==> src/rtl/ctr_arb_pkg.sv <==
// Shared types and the round-robin pick helper for the counter arbiter.
package ctr_arb_pkg;

   localparam int MAX_NREQ = 8;
   localparam int MAX_ID_W = 3;

   typedef enum logic [1:0] {
      IDLE,
      GRANT,
      RUN,
      RELEASE
   } arb_state_t;

   typedef struct packed {
      logic                found;
      logic [MAX_ID_W-1:0] idx;
   } pick_t;

   // First set bit at or after ptr, wrapping at nreq; lowest offset wins.
   function automatic pick_t rr_pick(
      input logic [MAX_NREQ-1:0] req,
      input logic [MAX_ID_W-1:0] ptr,
      input int unsigned         nreq
   );
      pick_t p;
      int    j;
      p = '0;
      for (int i = MAX_NREQ - 1; i >= 0; i--) begin
         j = int'(ptr) + i;
         if (j >= int'(nreq)) j = j - int'(nreq);
         if (i < int'(nreq) && j < int'(nreq)) begin
            if (req[j[MAX_ID_W-1:0]]) begin
               p.found = 1'b1;
               p.idx   = j[MAX_ID_W-1:0];
            end
         end
      end
      return p;
   endfunction

endpackage

==> src/rtl/ctr_core.sv <==
// Shared saturating cycle counter: cleared on clr, counts on en up to MAX_HOLD.
module ctr_core
   import ctr_arb_pkg::*;
#(
   parameter int WIDTH    = 16,
   parameter int MAX_HOLD = 255
) (
   input  logic             clk,
   input  logic             rst,
   input  logic             clr,
   input  logic             en,
   output logic             sat_out,
   output logic [WIDTH-1:0] ctr
);

   localparam logic [WIDTH-1:0] LIMIT = WIDTH'(MAX_HOLD);

   assign sat_out = (ctr == LIMIT);

   always_ff @(posedge clk) begin
      if (rst || clr) begin
         ctr <= '0;
      end else if (en && !sat_out) begin
         ctr <= ctr + WIDTH'(1);
      end
   end

endmodule

==> src/rtl/ctr_rr_arbiter.sv <==
// Round-robin owner of one shared cycle counter; publishes the hold count
// tagged with the requester ID on every release.
module ctr_rr_arbiter
   import ctr_arb_pkg::*;
#(
   parameter int WIDTH    = 16,
   parameter int NREQ     = 4,
   parameter int MAX_HOLD = 255,
   parameter int ID_W     = $clog2(NREQ)
) (
   input  logic             clk,
   input  logic             rst,
   input  logic [NREQ-1:0]  req,
   output logic [NREQ-1:0]  gnt,
   output logic             busy,
   output logic [WIDTH-1:0] ctr_val,
   output logic             res_valid,
   output logic [ID_W-1:0]  res_id,
   output logic [WIDTH-1:0] res_data,
   output logic             res_timeout
);

   arb_state_t      state;
   arb_state_t      state_nxt;
   logic [ID_W-1:0] owner;
   logic [ID_W-1:0] owner_nxt;
   logic [ID_W-1:0] ptr;
   logic [ID_W-1:0] ptr_nxt;
   logic [ID_W-1:0] win;
   logic [NREQ-1:0] gnt_nxt;
   pick_t           pick;
   logic            own_req;
   logic            clr;
   logic            en;
   logic            sat;
   logic [WIDTH-1:0] ctr;

   ctr_core #(
      .WIDTH    (WIDTH),
      .MAX_HOLD (MAX_HOLD)
   ) u_core (
      .clk     (clk),
      .rst     (rst),
      .clr     (clr),
      .en      (en),
      .sat_out (sat),
      .ctr     (ctr)
   );

   assign ctr_val = ctr;
   assign busy    = (state != IDLE);
   assign own_req = req[owner];

   always_comb begin
      pick = rr_pick(MAX_NREQ'(req), MAX_ID_W'(ptr), NREQ);
      win  = pick.idx[ID_W-1:0];
   end

   always_ff @(posedge clk) begin
      if (rst) begin
         state <= IDLE;
         owner <= '0;
         ptr   <= '0;
      end else begin
         state <= state_nxt;
         owner <= owner_nxt;
         ptr   <= ptr_nxt;
      end
   end

   always_comb begin
      state_nxt = state;
      owner_nxt = owner;
      ptr_nxt   = ptr;
      clr       = 1'b0;
      en        = 1'b0;
      unique case (state)
         IDLE: begin
            if (pick.found) begin
               state_nxt = GRANT;
               owner_nxt = win;
               ptr_nxt   = (win == ID_W'(NREQ - 1)) ? '0 : win + ID_W'(1);
            end
         end
         GRANT: begin
            clr       = 1'b1;
            state_nxt = own_req ? RUN : RELEASE;
         end
         RUN: begin
            en = own_req && !sat;
            if (!own_req || sat) state_nxt = RELEASE;
         end
         RELEASE: begin
            state_nxt = IDLE;
         end
         default: begin
            state_nxt = IDLE;
         end
      endcase
   end

   always_comb begin
      gnt_nxt = '0;
      if (state_nxt == GRANT || state_nxt == RUN) begin
         gnt_nxt[owner_nxt] = 1'b1;
      end
   end

   // A release straight from GRANT reports zero: the clear lands on that edge.
   always_ff @(posedge clk) begin
      if (rst) begin
         gnt         <= '0;
         res_valid   <= 1'b0;
         res_id      <= '0;
         res_data    <= '0;
         res_timeout <= 1'b0;
      end else begin
         gnt         <= gnt_nxt;
         res_valid   <= (state_nxt == RELEASE);
         res_timeout <= (state == RUN) && (state_nxt == RELEASE) && sat;
         if (state_nxt == RELEASE) begin
            res_id   <= owner;
            res_data <= (state == GRANT) ? '0 : ctr;
         end
      end
   end

endmodule
==> config.mk <==
export PLATFORM = sky130hd
export DESIGN_NAME = ctr_rr_arbiter
export DESIGN_NICKNAME = d
export VERILOG_FILES = /design/src/rtl/ctr_arb_pkg.sv /design/src/rtl/ctr_core.sv /design/src/rtl/ctr_rr_arbiter.sv
export SDC_FILE = /design/constraint.sdc
export NUM_CORES = 1
export LEC_CHECK = 0
export CORE_ASPECT_RATIO = 2
export CORE_MARGIN = 2
export CORE_UTILIZATION = 30
export DETAILED_ROUTE_END_ITERATION = 6
export SETUP_SLACK_MARGIN = 0.15
export SKIP_CTS_REPAIR_TIMING = 1
export SLEW_MARGIN = 30
export SYNTH_ARGS = -nofsm -noshare
export SYNTH_HDL_FRONTEND = slang
export SYNTH_SLANG_ARGS = --single-unit
==> constraint.sdc <==
create_clock -name clk -period 2.8 [get_ports clk]
set_input_delay 0.42 -clock clk [delete_from_list [all_inputs] [get_ports clk]]
set_output_delay 0.42 -clock clk [all_outputs]
set_load 0.01 [all_outputs]
==> impl_metrics.ini <==
[logic_synthesis]
synth-seq-cells = 46
synth_fp_nets = 241
ys_types = 43
synthMuxAreaShare = 0.0543
synth_xor_area_frac = 0.0531
synth_flop_cell = dfxtp_1
synth_cells = 228
synth_seq_area_share = 0.429
synth_area_per_cell_um2 = 9.41
synthAdderAreaFrac = 0.0408
synthesis.area_mm2 = 0.00214
yosys.area_share.simple = 0.214
synth_top_family_by_area = simple AND/OR/NAND/NOR gates
async_flop_share = 0
synth-compound-area-share = 0.165
synth-edff-count = 0
yosys_warnings = 0

[critical_path]
worstSetupStartpoint = req[0]
worstPathMaxFanout = 8
arrival_ns = 2.81
required_ns = 2.99
critical_path_class = in -> reg
reg2reg_depth = 13
worst_r2r_startpoint = ptr[0]
max_stage_delay_ns = 0.43
cp-start-kind = primary input
worst-r2r-setup-slack_ns = 0.21
cp-end-kind = register
cpMaxStageDelayCell = clkdlybuf4s50_1
crit_top_cell = nor3_2
rr_endpoint = res_data[15]
timing.critical_path.cells = clkdlybuf4s50_1, buf_6, mux2_2, o22a_1, nor3_2, and3_4, nor3_2, ha_2, buf_4, inv_2, nor2_4, clkbuf_16, a22o_1

[clock_tree]
htreeDepth = 2
clock_sinks = 46
clockBufferDepth = 2
cts.clk_slew.worst_paths_ns = 0.06
cts_buffers = 5
clock-root-buffer = clkbuf_16
cts_tree = done
insertion_delay_ns = 0.30

[placement]
preCtsSetupSlack_ns = -0.506
place_congestion = 0.807
hpwl_mm = 4.37
port_buffers = 46

[floorplanning]
die-width_um = 63.8
ios = 47
start_util = 0.309
fp.dieArea_mm2 = 0.00788
die_y_um = 124
core-area_mm2 = 0.00694
row_count = 43

[detailed_routing]
wire_per_inst_um = 14.8
initialDrtViolationCount = 99
drt_wl_total_mm = 5.85
ant_nets = 0
drtPass1Iterations = 5
num_vias = 1997
avgViaCountPerCell = 5.06
drc = 0

[power]
peakVddDrop_mv = 0.559
power.density_mw_per_mm2 = 828
p_leak_nw = 1.24

[min_path]
hold_path_end = res_data[8]
hp-start = res_data[8]
hold-path-cell-count = 1
min_path_type = reg -> reg

[timing]
fin_ws_ns = 0.176
fin_worst_skew_ns = 0.00451
final_max_slew_viol_count = 0
tightest_slew_ns = 0.500
hold_viol_final = 0
setup-tns-final_ns = 0
period_minus_slack_ns = 2.62
setup_viol = 0
rsz0062_at_grt = no
min_period_over_period = 0.937
clock.fmax_mhz = 381
relSlewSlack = 0.667
whs_ns = 0.472

[global_routing]
overflow = 0
grt_pass1_vias = 1938
groute.usage.overall = 0.153
antenna_found_initial = 0
grt_pass1_wl_mm = 9.19
grt_start_max_net_pins = 18

[layout]
nets = 317
fillCellCount = 660
syn_to_final_growth_pct = 48.5
insertedDiodeCount = 0
layout-drive-gt1-share = 0.200

[run]
drv_cap = 0

[status]
status = finished clean
[routing by layer]
metal  global-route usage  vias up  wire [um]
met5                    0        -          0
met4                0.103        0        251
met3               0.0280       14        190
met1                0.138      945       2030
met2                0.298       62       3380
li1                     -      976          -
[power breakdown]
| part | internal, W | leakage [nW] | switching, W | total (W) |
|---|---|---|---|---|
| Sequential | 0.000726 | 0.372 | 0.0000497 | 0.000775 |
| Clock | 0.000421 | 0.0760 | 0.000262 | 0.000683 |
| Combinational | 0.000567 | 0.791 | 0.000613 | 0.00118 |
[cells in the mapped netlist, types with 2 or more instances]
cell type,number,share of area
dfxtp_1,46,0.43
nor2_1,24,0.042
a22o_1,17,0.069
a21oi_1,12,0.028
nand2_1,12,0.021
clkbuf_1,11,0.019
xor2_1,11,0.045
nand3_1,8,0.019
ha_1,7,0.041
inv_1,7,0.012
mux2i_1,6,0.028
o21ai_0,6,0.014
nand3b_1,5,0.018
nand4_1,5,0.015
nor3_1,5,0.012
or3_1,5,0.015
nor2b_1,4,0.012
and3_1,3,0.0088
and4_1,3,0.012
a221oi_1,2,0.0082
buf_6,2,0.011
mux4_2,2,0.021
nand2b_1,2,0.0058
nor4_1,2,0.0058
or3b_1,2,0.0082
xnor2_1,2,0.0082
[critical path, delay by kind of cell]
| family | cells | cell delay [ns] |
|---|---|---|
| muxes | 1 | 0.25 |
| buffers and inverters | 5 | 0.97 |
| and+or+nand+nor | 4 | 0.53 |
| adders and majority gates | 1 | 0.22 |
| AOI/OAI and AO/OA | 2 | 0.43 |
[state kept, by name, summed over array words and instances, names as in the netlist]
signal / count
gnt: 4
ptr: 2
u_core.ctr: 16
res_timeout: 1
res_id: 2
owner: 2
res_valid: 1
res_data: 16
state: 2
[placed cells by master, fill, tap and decap left out, types with 2 or more instances in the layout]
master / synthesis / routed
nand2b_1: 2 / 2
and3_1: 3 / 2
nor2_4: 0 / 2
xnor2_1: 2 / 2
a21oi_1: 12 / 12
a221oi_1: 2 / 2
inv_1: 7 / 6
dlymetal6s2s_1: 0 / 3
mux2i_1: 6 / 6
nand4_1: 5 / 5
or3b_1: 2 / 2
nand2_1: 12 / 12
clkbuf_16: 0 / 6
nor2b_1: 4 / 4
dfxtp_1: 46 / 46
nor4_1: 2 / 2
nand3b_1: 5 / 5
and4_1: 3 / 3
mux4_2: 2 / 2
clkdlybuf4s50_1: 0 / 43
nor2_1: 24 / 22
clkinvlp_4: 0 / 2
or3_1: 5 / 5
nor3_2: 0 / 2
o21ai_0: 6 / 6
ha_1: 7 / 6
buf_6: 2 / 3
a22o_1: 17 / 17
buf_4: 0 / 32
xor2_1: 11 / 11
nand3_1: 8 / 8
nor3_1: 5 / 3
[through the flow]
stage,total power [W],util,cells,area [um^2]
after floorplan,0.00147,-,228,2150
after global routing,0.00280,0.459,395,3190
after global placement,0.00181,0.414,379,2870
final,0.00264,0.459,395,3190
after CTS,0.00251,0.439,387,3040
after detailed placement,0.00183,0.414,379,2870
[cells by family (layout without fill, tap and decap cells)]
family          Yosys count  count (layout)
mux                       9               9
simple gates             85              85
buf+inv                  21              98
xor+xnor                 13              13
fa+ha+maj                 7               7
compound gates           47              47
flops                    46              46
[area by class of cell]
class / count / area (um^2) / area share
clock buffer: 5 / 125 / 0.0393
sequential: 46 / 921 / 0.289
inverter: 7 / 26.3 / 0.00825
clock inverter: 3 / 45.0 / 0.0141
tap: 90 / 113 / 0.0353
multi-input combinational: 161 / 1170 / 0.367
timing repair buffer: 83 / 787 / 0.247
[worst max path at each step]
stage,endpoint,slack [ns]
4_1_cts,res_data[6],-0.20
3_5_place_dp,res_data[6],-0.51
6_report,res_data[15],0.18
5_1_grt,res_data[15],0.1
2_1_floorplan,res_data[8],0.16
3_3_place_gp,res_data[1],-0.52
Power figures use the tool's default switching activity.
